`config.mk`:
```
export PLATFORM = sky130hd
export DESIGN_NAME = btn_debounce
export DESIGN_NICKNAME = d
export VERILOG_FILES = /design/src/rtl/btn_pkg.sv /design/src/rtl/sync2.sv /design/src/rtl/btn_debounce.sv
export SDC_FILE = /design/constraint.sdc
export NUM_CORES = 1
export LEC_CHECK = 0
export BUFFER_PORTS_ARGS = -buffer_cell sky130_fd_sc_hd__buf_2
export CORE_MARGIN = 3
export CORE_UTILIZATION = 50
export DETAILED_ROUTE_END_ITERATION = 8
export PLACE_DENSITY = 0.7
export SLEW_MARGIN = 30
export SYNTH_ARGS = -nofsm -noshare
export SYNTH_HDL_FRONTEND = slang
export SYNTH_SLANG_ARGS = --single-unit
```
`constraint.sdc`:
```
create_clock -name i_clk -period 2.3 [get_ports i_clk]
set_input_delay 0.69 -clock i_clk [delete_from_list [all_inputs] [get_ports i_clk]]
set_output_delay 0.69 -clock i_clk [all_outputs]
set_load 0.005 [all_outputs]
```
`src/rtl/btn_pkg.sv`:
```
// Shared types and default constants for the push-button debouncer.
package btn_pkg;

   typedef enum logic [1:0] {
      ST_RELEASED,
      ST_PRESS_WAIT,
      ST_PRESSED,
      ST_RELEASE_WAIT
   } state_t;

   localparam int unsigned DEF_DEBOUNCE_CYCLES = 120000;
   localparam int unsigned DEF_LONG_CYCLES     = 12000000;
   localparam int unsigned COUNT_W             = 8;

endpackage

```
`src/rtl/sync2.sv`:
```
// Two-flop synchronizer with asynchronous reset to a selectable level.
module sync2 #(
   parameter logic RESET_VAL = 1'b0
) (
   input  logic i_clk,
   input  logic i_reset,
   input  logic i_d,
   output logic o_q
);

   logic r_meta;
   logic r_q;

   always_ff @(posedge i_clk or posedge i_reset) begin
      if (i_reset) begin
         r_meta <= RESET_VAL;
         r_q    <= RESET_VAL;
      end else begin
         r_meta <= i_d;
         r_q    <= r_meta;
      end
   end

   assign o_q = r_q;

endmodule

```
`src/rtl/btn_debounce.sv`:
```
// Debounced push-button with press/release/long-press pulses and press counter.
module btn_debounce
   import btn_pkg::*;
#(
   parameter int unsigned DEBOUNCE_CYCLES = DEF_DEBOUNCE_CYCLES,
   parameter int unsigned LONG_CYCLES     = DEF_LONG_CYCLES
) (
   input  logic               i_clk,
   input  logic               i_reset,
   input  logic               BTN_N,
   output logic               o_btn,
   output logic               o_press,
   output logic               o_release,
   output logic               o_long,
   output logic [COUNT_W-1:0] o_count,
   output logic               LEDG_N
);

   localparam int unsigned DW = $clog2(DEBOUNCE_CYCLES);
   localparam int unsigned HW = $clog2(LONG_CYCLES);
   localparam logic [DW-1:0] D_MAX = DW'(DEBOUNCE_CYCLES - 1);
   localparam logic [HW-1:0] H_MAX = HW'(LONG_CYCLES - 1);

   state_t              r_state, w_state_nxt;
   logic [DW-1:0]       r_dcnt, w_dcnt_nxt;
   logic [HW-1:0]       r_hold, w_hold_nxt, w_hold_inc;
   logic                r_long_done, w_long_done_nxt;
   logic                r_btn, w_btn_nxt;
   logic                r_press, w_press_nxt;
   logic                r_release, w_release_nxt;
   logic                r_long, w_long_nxt;
   logic [COUNT_W-1:0]  r_count, w_count_nxt;
   logic                r_led_n;
   logic                w_btn_sync;
   logic                w_s;
   logic                w_long_hit;

   // Reset to 1 so the synchronized (active-low) button reads as not pressed.
   sync2 #(.RESET_VAL(1'b1)) u_sync (
      .i_clk   (i_clk),
      .i_reset (i_reset),
      .i_d     (BTN_N),
      .o_q     (w_btn_sync)
   );

   assign w_s = ~w_btn_sync;

   always_ff @(posedge i_clk or posedge i_reset) begin
      if (i_reset) begin
         r_state     <= ST_RELEASED;
         r_dcnt      <= '0;
         r_hold      <= '0;
         r_long_done <= 1'b0;
         r_btn       <= 1'b0;
         r_press     <= 1'b0;
         r_release   <= 1'b0;
         r_long      <= 1'b0;
         r_count     <= '0;
         r_led_n     <= 1'b1;
      end else begin
         r_state     <= w_state_nxt;
         r_dcnt      <= w_dcnt_nxt;
         r_hold      <= w_hold_nxt;
         r_long_done <= w_long_done_nxt;
         r_btn       <= w_btn_nxt;
         r_press     <= w_press_nxt;
         r_release   <= w_release_nxt;
         r_long      <= w_long_nxt;
         r_count     <= w_count_nxt;
         r_led_n     <= ~w_btn_nxt;
      end
   end

   always_comb begin
      w_state_nxt     = r_state;
      w_dcnt_nxt      = r_dcnt;
      w_hold_nxt      = r_hold;
      w_long_done_nxt = r_long_done;
      w_btn_nxt       = r_btn;
      w_press_nxt     = 1'b0;
      w_release_nxt   = 1'b0;
      w_long_nxt      = 1'b0;
      w_count_nxt     = r_count;
      w_hold_inc      = (r_hold == H_MAX) ? r_hold : r_hold + HW'(1);
      w_long_hit      = (r_hold == H_MAX) && !r_long_done;

      case (r_state)
         ST_RELEASED: begin
            if (w_s) begin
               w_state_nxt = ST_PRESS_WAIT;
               w_dcnt_nxt  = '0;
            end
         end
         ST_PRESS_WAIT: begin
            if (!w_s) begin
               w_state_nxt = ST_RELEASED;
            end else if (r_dcnt == D_MAX) begin
               w_state_nxt     = ST_PRESSED;
               w_btn_nxt       = 1'b1;
               w_press_nxt     = 1'b1;
               w_count_nxt     = r_count + COUNT_W'(1);
               w_hold_nxt      = '0;
               w_long_done_nxt = 1'b0;
            end else begin
               w_dcnt_nxt = r_dcnt + DW'(1);
            end
         end
         ST_PRESSED: begin
            w_hold_nxt = w_hold_inc;
            if (w_long_hit) begin
               w_long_nxt      = 1'b1;
               w_long_done_nxt = 1'b1;
            end
            if (!w_s) begin
               w_state_nxt = ST_RELEASE_WAIT;
               w_dcnt_nxt  = '0;
            end
         end
         ST_RELEASE_WAIT: begin
            w_hold_nxt = w_hold_inc;
            if (w_s) begin
               w_state_nxt = ST_PRESSED;
            end else if (r_dcnt == D_MAX) begin
               w_state_nxt   = ST_RELEASED;
               w_btn_nxt     = 1'b0;
               w_release_nxt = 1'b1;
            end else begin
               w_dcnt_nxt = r_dcnt + DW'(1);
            end
            // Long pulse is held off on the release cycle so it never overlaps o_release.
            if (w_long_hit && !w_release_nxt) begin
               w_long_nxt      = 1'b1;
               w_long_done_nxt = 1'b1;
            end
         end
         default: w_state_nxt = ST_RELEASED;
      endcase
   end

   assign o_btn     = r_btn;
   assign o_press   = r_press;
   assign o_release = r_release;
   assign o_long    = r_long;
   assign o_count   = r_count;
   assign LEDG_N    = r_led_n;

endmodule

```
==> reports/results.tsv, run 1 <==
stage	metric	value	unit
run_status	status	finished, final reports clean	
timing	Layout Skew	10.4	ps
final_layout	layout cells sized above 1	18.8	%
final_layout	fillcell total	474	
grt	grt ovf	0	
synth	sequential share of the synthesized area	50.2	%
placed_design	Detailed Place HPWL	4240	µm
route	router iterations before antenna repair	4	
power	Power per Cell Area	600	nW/µm²
floorplanning	Initial Util	52.6	%
route	antenna-violating nets left	0	
critical_path	Setup CP Type	flip-flop to flip-flop	
final_layout	end-of-flow core utilization	61.7	%
route	final WL	6040	µm
final_layout	n_diodes	0	
timing	Final Cycle Share	97.1	%
grt	initial antenna violation count	0	
clock_tree	clk root buf	clkbuf_8	
grt	largest net degree at the start of global routing	26	
power	peak supply drop	0.493	mV
synth	yosys warns	0	
timing	Slew HR	60.1	%
critical_path	startpoint types	flip-flop	
critical_path	Worst EP required	2570	ps
floorplanning	die footprint	6850	µm²
synth	Primary FF master, synth	dfrtp_1	
grt	vias in the first global route	2259	
clock_tree	Worst-Skew Late Latency	340	ps
timing	worst-margin pin slew	598	ps
floorplanning	Rows	27	
clock_tree	CTS tree	yes	
placed_design	IO Port Bufs	15	
flow_run	number of max-cap violations	0	
route	number of vias per cell	5.75	
clock_tree	htree depth	3	
clock_tree	Worst-path clk slew	80	ps
floorplanning	Chip Width	82.8	µm
timing	Final Hold Slack	345	ps
route	drt first-iter violations	144	
synth	Synth top area share	47.5	%
critical_path	Worst Path Arrival	2510	ps
final_layout	commonest non-fill, non-tap cell in the layout	dfrtp_1	
grt	total track usage	20.6	%
timing	Max Slew Vio Count	0	
final_layout	Nets	347	
critical_path	Crit. End Element	flip-flop	
timing	Fin. Hold Viols	0	
synth	ranking of synthesized cells by area	dfrtp_1 (48%), xor2_1 (6.2%), nand3_1 (4.8%)	
route	vias	2403	
synth	Async SR Flop Fraction	100	%
critical_path	CP max-delay cell	or4_4	
timing	fin crit period	2230	ps
grt	global-route wire length before repair	10600	µm
synth	syn nets	310	
timing	final setup fails	0	
synth	Yosys reg bits	59	
clock_tree	Inserted Clock Buffers	9	
clock_tree	CTS Buffer Depth	2	
synth	Synth cell types	44	
synth	syn_area_per_cell	9.70	µm²
min_path	Hold/Removal Path Class	flip-flop to flip-flop	
route	Residual DRC	0	
floorplanning	I/O Pins	16	
timing	f_max	448	MHz
synth	Syn Std Cell Area	2950	µm²
power	Lkg Pwr	0.00160	µW
final_layout	most frequent cells in the layout	dfrtp_1 (56), nor2_1 (36), nand2_1 (29), nand3_1 (28), xor2_1 (21)	
final_layout	Layout area overhead	17.3	%
critical_path	critical path cell sequence	or3b_4 > or4_4 > or4_4 > nor2_2 > xor2_1	
synth	number of synthesized flops with an enable pin	0	
critical_path	CP peak stage delay	550	ps
synth	Mapped Cells	304	
critical_path	CP Max Fanout	4	
floorplanning	DIE HEIGHT	82.8	µm
route	routed wire length per instance	14.4	µm
clock_tree	Clock Sinks	59	
synth	cell taking the most area after synthesis	dfrtp_1	
placed_design	GPL Wtd Cong	0.834	
critical_path	critical path's most frequent cell	or4_4	
floorplanning	Core Footprint	5610	µm²
[cell usage after synthesis, types with 3 or more instances]
cell type  number
xor2_1         21
o21ai_0        13
nor4_1          6
nor2_1         36
and3_1         10
xnor2_1        12
a21oi_1         8
inv_1           3
dfrtp_1        56
a211oi_1        4
and4_1          4
nand3_1        28
nor3_1          5
ha_1            3
or3_1           6
clkbuf_1        8
a211o_1         4
nand2_1        29
nand4_1        14
dfstp_2         3
[routing by layer]
metal	global-route usage [%]	share of wire, %	vias up
met1	27.9	48	1179
met5	0	0	-
li1	-	-	1170
met4	7.84	1.9	0
met3	5.83	3.4	15
met2	31.4	46	39
[metrics by stage]
| step | setup TNS, ps | cell area [µm²] | total power, µW | instances | setup WS, ps |
|---|---|---|---|---|---|
| after CTS | 0 | 3450 | 2090 | 417 | 22.3 |
| final | 0 | 3460 | 2080 | 418 | 67.0 |
| after detailed placement | 0 | 3240 | 1140 | 401 | 32.9 |
| after global placement | 0 | 3240 | 1140 | 401 | 58.2 |
| after global routing | -9.91 | 3460 | 2170 | 418 | -9.91 |
| after floorplan | 0 | 2950 | 1120 | 304 | 81.2 |
[critical path: cells and delay by family, from the launching register on]
| family | cells | cell delay (ps) |
|---|---|---|
| AND/OR/NAND/NOR | 4 | 1640 |
| flip-flops | 1 | 400 |
| XOR/XNOR | 1 | 140 |
[logic make-up after synthesis]
family | share of synthesized area, %
and+or+nand+nor | 27.8
DFF | 50.2
AOI/OAI and AO/OA | 8.79
xor gates and xnor gates | 9.80
buffers and inverters | 1.74
adders and majority gates | 1.27
muxes | 0.340
[state kept, by name, summed over array words and instances, names as in the netlist, named ones only]
| name | flops |
|---|---|
| u_sync.r_meta | 1 |
| r_dcnt | 17 |
| u_sync.o_q | 1 |
| o_count | 8 |
| o_long | 1 |
| o_press | 1 |
| r_hold | 24 |
| r_long_done | 1 |
| o_release | 1 |
| LEDG_N | 1 |
| r_state | 1 |
[worst paths after layout]
path                       slack (ps)                      to                    start  depth (start not counted)
max                                70  o_count[7]$_DFFE_PP0P_    r_dcnt[9]$_DFFE_PP0P_                          5
min                               350    u_sync.o_q$_DFF_PP1_  u_sync.r_meta$_DFF_PP1_                          0
max reg2reg                        70  o_count[7]$_DFFE_PP0P_    r_dcnt[9]$_DFFE_PP0P_                          5
min reg2reg                       350    u_sync.o_q$_DFF_PP1_  u_sync.r_meta$_DFF_PP1_                          0
max in group asynchronous        1320  r_dcnt[13]$_DFFE_PP0P_                  i_reset                          3
min in group asynchronous         410   r_dcnt[9]$_DFFE_PP0P_                  i_reset                          2
[final cells by class]
cell class / count / area [µm²] / share of cell area [%]
Sequential cell: 59 / 1480 / 42.8
Multi-Input combinational cell: 232 / 1430 / 41.2
Timing Repair Buffer: 36 / 249 / 7.20
Clock buffer: 9 / 124 / 3.58
Tap cell: 72 / 90.1 / 2.60
Clock inverter: 7 / 78.8 / 2.28
Inverter: 3 / 11.3 / 0.326
[repair_timing]
action | 4_1_cts | 5_1_grt
endpoints found under the setup margin | 0 | 15
gates resized for setup | 0 | 1
setup buffers | 0 | 1
hold buffers | 0 | 0
[where the power goes]
| part | internal, µW | total [µW] | switching (µW) | leakage, µW |
|---|---|---|---|---|
| clock | 504 | 953 | 449 | 0.0000916 |
| combinational | 20.0 | 61.1 | 41.1 | 0.000701 |
| sequential | 1050 | 1060 | 13.3 | 0.000810 |
| total | 1570 | 2080 | 503 | 0.00160 |
(Power assumes the default switching activity.)
==> run 2, diff against run 1 <==
CORE_MARGIN = default   (was 3)
CORE_UTILIZATION = 54   (was 50)
PLACE_DENSITY = 0.75   (was 0.7)
clock period = 1.86 ns   (was 2.3 ns; I/O delays follow)
==> run 2 against run 1 <==
The run now ends with negative setup slack left. Global-route usage rose by 6.4 points. Cell area increased by 16%. Core utilization is 16 points higher. Via count is 15% higher. Worst hold slack got worse by 120 ps. Sequential share of layout area is 6.1 points lower. Final cell count is 9.8% higher. Power grew 22%. Critical endpoint unchanged. Largest cell class is now multi-input combinational cells.
==> reports/results.tsv, run 2 (synthesis gave the netlist of run 1 again) <==
stage	metric	value	unit	change
grt	total track usage	27.0	%	was 20.6%
timing	Max Slew Vio Count	0		unchanged
final_layout	commonest non-fill, non-tap cell in the layout	dfrtp_1		unchanged
clock_tree	htree depth	3		unchanged
route	final WL	7840	µm	was 6040 µm
timing	Slew HR	70.3	%	was 60.1%
placed_design	IO Port Bufs	15		unchanged
grt	grt ovf	0		unchanged
floorplanning	Rows	26		was 27
clock_tree	Worst-Skew Late Latency	340	ps	about the same
run_status	failing checks	negative setup slack		
placed_design	Detailed Place HPWL	4660	µm	was 4240 µm
floorplanning	die footprint	5760	µm²	was 6850 µm²
critical_path	startpoint types	flip-flop		unchanged
critical_path	Worst EP required	2120	ps	was 2570 ps
clock_tree	CTS Hold Bufs	0		unchanged
min_path	Hold/Removal Path Class	input port to asynchronous set/reset pin		was flip-flop to flip-flop
final_layout	most frequent cells in the layout	dfrtp_1 (56), buf_4 (52), nand3_1 (27), nand2_1 (26), nor2_1 (22)		was dfrtp_1 (56), nor2_1 (36), nand2_1 (29), nand3_1 (28), xor2_1 (21)
route	routed wire length per instance	17.1	µm	was 14.4 µm
timing	setup_tns	-4580	ps	was 0 ps
timing	Fin. Hold Viols	0		unchanged
clock_tree	CTS Buffer Depth	2		unchanged
floorplanning	Initial Util	57.0	%	was 52.6%
critical_path	reg2reg path depth	5		unchanged
route	drt first-iter violations	249		was 144
floorplanning	Chip Width	75.9	µm	was 82.8 µm
floorplanning	Core Footprint	5170	µm²	was 5610 µm²
grt	global-route wire length before repair	11400	µm	was 10600 µm
final_layout	Nets	390		was 347
run_status	status	finished with violations		was finished, final reports clean
route	vias	2762		was 2403
final_layout	Finished Layout Cells	459		was 418
floorplanning	DIE HEIGHT	75.9	µm	was 82.8 µm
grt	largest net degree at the start of global routing	42		was 26
timing	fin crit period	2100	ps	was 2230 ps
clock_tree	Inserted Clock Buffers	9		unchanged
clock_tree	CTS tree	yes		unchanged
placed_design	GPL Wtd Cong	0.846		was 0.834
critical_path	CP Max Fanout	3		was 4
final_layout	fillcell total	292		was 474
timing	final setup fails	33		was 0
clock_tree	Worst-path clk slew	60	ps	was 80 ps
critical_path	reg2reg start	r_dcnt[11]$_DFFE_PP0P_		was r_dcnt[9]$_DFFE_PP0P_
timing	RSZ-0062 raised after global routing	true		
timing	Final WS setup	-239	ps	was 67.0 ps
grt	initial antenna violation count	0		unchanged
flow_run	number of max-cap violations	0		unchanged
critical_path	Crit. End Element	flip-flop		unchanged
power	Lkg Pwr	0.00185	µW	was 0.00160 µW
placed_design	placed insts	433		was 401
critical_path	Setup CP Type	flip-flop to flip-flop		unchanged
power	Power per Cell Area	627	nW/µm²	was 600 nW/µm²
clock_tree	clk root buf	clkbuf_8		unchanged
timing	Layout Skew	8.03	ps	was 10.4 ps
timing	Final Cycle Share	113	%	was 97.1%
final_layout	Largest register FFs	24		unchanged
final_layout	Reg with most FFs	r_hold		unchanged
final_layout	Layout area overhead	36.7	%	was 17.3%
critical_path	crit path from	r_dcnt[11]$_DFFE_PP0P_		was r_dcnt[9]$_DFFE_PP0P_
clock_tree	Clock Sinks	59		unchanged
final_layout	layout cells sized above 1	36.2	%	was 18.8%
timing	worst-margin pin slew	445	ps	was 598 ps
timing	f_max	476	MHz	was 448 MHz
route	Residual DRC	0		unchanged
floorplanning	I/O Pins	16		unchanged
route	router iterations before antenna repair	5		was 4
final_layout	n_diodes	0		unchanged
power	peak supply drop	0.528	mV	was 0.493 mV
timing	Final Hold Slack	224	ps	was 345 ps
route	antenna-violating nets left	0		unchanged
route	number of vias per cell	6.02		was 5.75
grt	vias in the first global route	2486		was 2259
critical_path	Worst Path Arrival	2360	ps	was 2510 ps
run 2: cell types whose count changed in the layout (fill, tap and decap cells not counted), moves of 4 or more:
cell      previous run  this run
buf_4               19        52
nor2_1              36        22
nor2_2               1        11
buf_6                1         6
a21oi_1              8         4
a21oi_2              0         4
clkbuf_8             9        13
nor2_4               0         4
run 2: through the flow:
stage	util [%]	cell area [µm²]	setup slack, ps	power, µW
6_report	77.9	4030	-239	2530
5_1_grt	77.9	4030	-282	2600
4_1_cts	74.6	3860	-202	2520
3_5_place_dp	67.8	3510	-199	1420
3_3_place_gp	67.8	3510	-189	1410
2_1_floorplan	-	2980	-181	1380
run 2: cell type report:
class	instances	area [µm²]	area share, %
clock inverters	1	5.00	0.124
inverters	3	15.0	0.373
flip-flops and latches	59	1480	36.7
repair buffers	79	641	15.9
well taps	70	87.6	2.17
clock buffers	15	186	4.63
multi-input cells	232	1610	40.1
run 2: worst max-delay path: stages, from the launching register on:
cell and delay, ps:
dfrtp_1 380, or3b_4 400, or4_4 530, or4_4 470
nor2_4 100, xor2_1 140
run 2: metal layers:
layer | GRT usage, % | up-vias | part of all wire, %
met5 | 0 | - | 0
met4 | 10.3 | 0 | 2.1
met3 | 6.75 | 20 | 5.5
met2 | 43.3 | 103 | 50
met1 | 35.3 | 1377 | 43
li1 | - | 1262 | -
run 2: repair_timing:
action	CTS	global route
gates cloned	2	1
pin swaps	6	12
buffers inserted	4	5
endpoints found under the setup margin	36	49
gates resized for setup	27	32
run 2: worst paths after layout:
path,to,slack (ps)
min in group i_clk,u_sync.r_meta$_DFF_PP1_,320
worst max register to register,o_count[7]$_DFFE_PP0P_,-240
max in group asynchronous,r_dcnt[14]$_DFFE_PP0P_,1090
worst min-delay path,r_dcnt[12]$_DFFE_PP0P_,220
worst max-delay path,o_count[7]$_DFFE_PP0P_,-240
worst min register to register,u_sync.o_q$_DFF_PP1_,360
run 2: power breakdown:
part | total (µW) | internal, µW | switching, µW
combinational | 84.4 | 27.3 | 57.2
clock | 1130 | 629 | 502
sequential | 1310 | 1300 | 15.1
total | 2530 | 1950 | 574
==> run 3, diff against run 2 <==
CORE_UTILIZATION = 40   (was 54)
PLACE_DENSITY = default   (was 0.75)
==> run 3 against run 2 <==
The run still ends with negative setup slack left. Routed wire length down 11%. Count of clock-buffer cells in the layout down 3. Via count is 7.9% lower. Power increased by 3.9%. Die area is 34% higher. Highest routed layer unchanged.
==> reports/results.tsv, run 3 (synthesis gave the netlist of run 1 again) <==
stage	metric	value	unit	change
run_status	status	finished with violations		unchanged
run_status	failing checks	negative setup slack		unchanged
placed_design	Detailed Place HPWL	4810	µm	was 4660 µm
final_layout	layout cells sized above 1	38.0	%	was 36.2%
floorplanning	Core Footprint	6940	µm²	was 5170 µm²
route	drt first-iter violations	86		was 249
final_layout	Layout area overhead	39.2	%	was 36.7%
clock_tree	CTS Hold Bufs	0		unchanged
final_layout	Nets	393		was 390
clock_tree	Worst-Skew Late Latency	330	ps	was 340 ps
clock_tree	CTS tree	yes		unchanged
timing	Slew HR	74.3	%	was 70.3%
floorplanning	die footprint	7720	µm²	was 5760 µm²
placed_design	IO Port Bufs	15		unchanged
timing	Fin. Hold Viols	0		unchanged
final_layout	Finished Layout Cells	488		was 459
clock_tree	Inserted Clock Buffers	9		unchanged
power	Lkg Pwr	0.00187	µW	was 0.00185 µW
grt	vias in the first global route	2386		was 2486
flow_run	number of max-cap violations	0		unchanged
critical_path	Crit. End Element	flip-flop		unchanged
grt	initial antenna violation count	0		unchanged
power	Power per Cell Area	640	nW/µm²	was 627 nW/µm²
clock_tree	Worst-path clk slew	70	ps	was 60 ps
route	antenna-violating nets left	0		unchanged
timing	final setup fails	38		was 33
grt	global-route wire length before repair	11100	µm	was 11400 µm
critical_path	Setup CP Type	flip-flop to flip-flop		unchanged
final_layout	Final Cell Area	4100	µm²	was 4030 µm²
power	Sw Ratio	22.0	%	was 22.7%
timing	setup_tns	-4240	ps	was -4580 ps
route	final WL	6990	µm	was 7840 µm
critical_path	Worst Path Arrival	2290	ps	was 2360 ps
route	number of vias per cell	5.21		was 6.02
grt	grt ovf	0		unchanged
floorplanning	Rows	30		was 26
timing	Max Slew Vio Count	0		unchanged
critical_path	startpoint types	flip-flop		unchanged
final_layout	fillcell total	599		was 292
critical_path	reg2reg path depth	8		was 5
critical_path	Worst EP required	2080	ps	was 2120 ps
route	vias	2543		was 2762
final_layout	commonest non-fill, non-tap cell in the layout	buf_4		was dfrtp_1
grt	largest net degree at the start of global routing	35		was 42
route	routed wire length per instance	14.3	µm	was 17.1 µm
placed_design	Placed Area	3590	µm²	was 3510 µm²
min_path	Hold/Removal Path Class	input port to asynchronous set/reset pin		unchanged
final_layout	Reg with most FFs	r_hold		unchanged
timing	fin crit period	2070	ps	was 2100 ps
critical_path	CP Max Fanout	4		was 3
power	peak supply drop	0.363	mV	was 0.528 mV
floorplanning	Initial Util	42.5	%	was 57.0%
timing	RSZ-0062 raised after global routing	true		unchanged
final_layout	n_diodes	0		unchanged
timing	Final WS setup	-210	ps	was -239 ps
route	Residual DRC	0		unchanged
clock_tree	htree depth	3		unchanged
clock_tree	CTS Buffer Depth	2		unchanged
power	Clock Power Share	46.8	%	was 44.8%
power	P_sw	577	µW	was 574 µW
timing	Final Cycle Share	111	%	was 113%
placed_design	placed insts	466		was 433
power	Internal	2050	µW	was 1950 µW
clock_tree	Clock Sinks	59		unchanged
final_layout	Largest register FFs	24		unchanged
power	Sequential Power Share	50.0	%	was 51.9%
final_layout	most frequent cells in the layout	buf_4 (59), dfrtp_1 (56), nand3_1 (27), nand2_1 (25), nor2_1 (21)		was dfrtp_1 (56), buf_4 (52), nand3_1 (27), nand2_1 (26), nor2_1 (22)
floorplanning	Chip Width	87.8	µm	was 75.9 µm
floorplanning	I/O Pins	16		unchanged
timing	worst-margin pin slew	385	ps	was 445 ps
route	router iterations before antenna repair	4		was 5
grt	total track usage	19.1	%	was 27.0%
clock_tree	clk root buf	clkbuf_8		unchanged
timing	Layout Skew	9.10	ps	was 8.03 ps
timing	f_max	483	MHz	was 476 MHz
power	Combinational Power Share	3.3	%	about the same
floorplanning	DIE HEIGHT	87.8	µm	was 75.9 µm
placed_design	GPL Wtd Cong	0.840		was 0.846
==> run 3: cell types whose count changed in the layout (fill, tap and decap cells not counted), sizes merged <==
cell	change
buf	+3
clkbuf	-3
bufinv	+1
clkinv	+1
clkinvlp	+1
==> run 3: stage by stage <==
step | hold slack (ps) | total power (µW) | worst slack, ps | util, %
6_report | 179 | 2630 | -210 | 59.1
2_1_floorplan | 345 | 1380 | -181 | -
3_5_place_dp | 347 | 1420 | -191 | 51.7
4_1_cts | 172 | 2640 | -206 | 56.2
3_3_place_gp | 348 | 1420 | -177 | 51.7
5_1_grt | 188 | 2730 | -304 | 59.1
==> run 3: critical path: stages, from the launching register on <==
cell and delay (ps):
dfrtp_1 370, or3b_4 400, buf_4 150, nor4_4 270, buf_4 190, and3_4 230, buf_6 90, nand4_1 100
xnor2_1 150
==> run 3: repair_timing <==
item / CTS / global route
cloned: 1 / 0
resized for setup: 23 / 40
pin swaps: 3 / 13
buffers inserted: 1 / 4
endpoints found under the setup margin: 41 / 42
==> run 3: path summary, 6_finish.rpt <==
path | start | endpoint | slack (ps)
min in group i_clk | BTN_N | u_sync.r_meta$_DFF_PP1_ | 330
setup reg to reg | r_dcnt[11]$_DFFE_PP0P_ | o_count[3]$_DFFE_PP0P_ | -210
hold reg to reg | u_sync.r_meta$_DFF_PP1_ | u_sync.o_q$_DFF_PP1_ | 360
max in group asynchronous | i_reset | LEDG_N$_DFF_PP1_ | 1160
setup / recovery | r_dcnt[11]$_DFFE_PP0P_ | o_count[3]$_DFFE_PP0P_ | -210
hold / removal | i_reset | r_dcnt[5]$_DFFE_PP0P_ | 180
==> run 3: layer usage <==
metal  vias to the layer above  share of wire [%]  GRT usage [%]
met5                         -                  0              0
met4                         0                2.1           7.30
met3                        14                3.0           4.24
met2                        39                 45           30.3
met1                      1230                 50           25.6
li1                       1260                  -              -
==> run 3: power by group through the flow <==
stage          Sequential, µW  Clock (µW)  Combinational (µW)
4_1_cts                  1310        1250                85.5
2_1_floorplan            1330           0                50.9
3_5_place_dp             1340           0                84.9
6_report                 1310        1230                85.7
5_1_grt                  1310        1310                97.8
3_3_place_gp             1330           0                83.7
==> run 3: cell type report <==
class	instances	area, µm²	share of cell area (%)
clock inverters	4	47.5	1.16
repair buffers	82	634	15.5
flip-flops and latches	59	1480	36.1
clock buffers	12	165	4.03
well taps	96	120	2.93
multi-input cells	232	1640	40.0
inverters	3	15.0	0.366
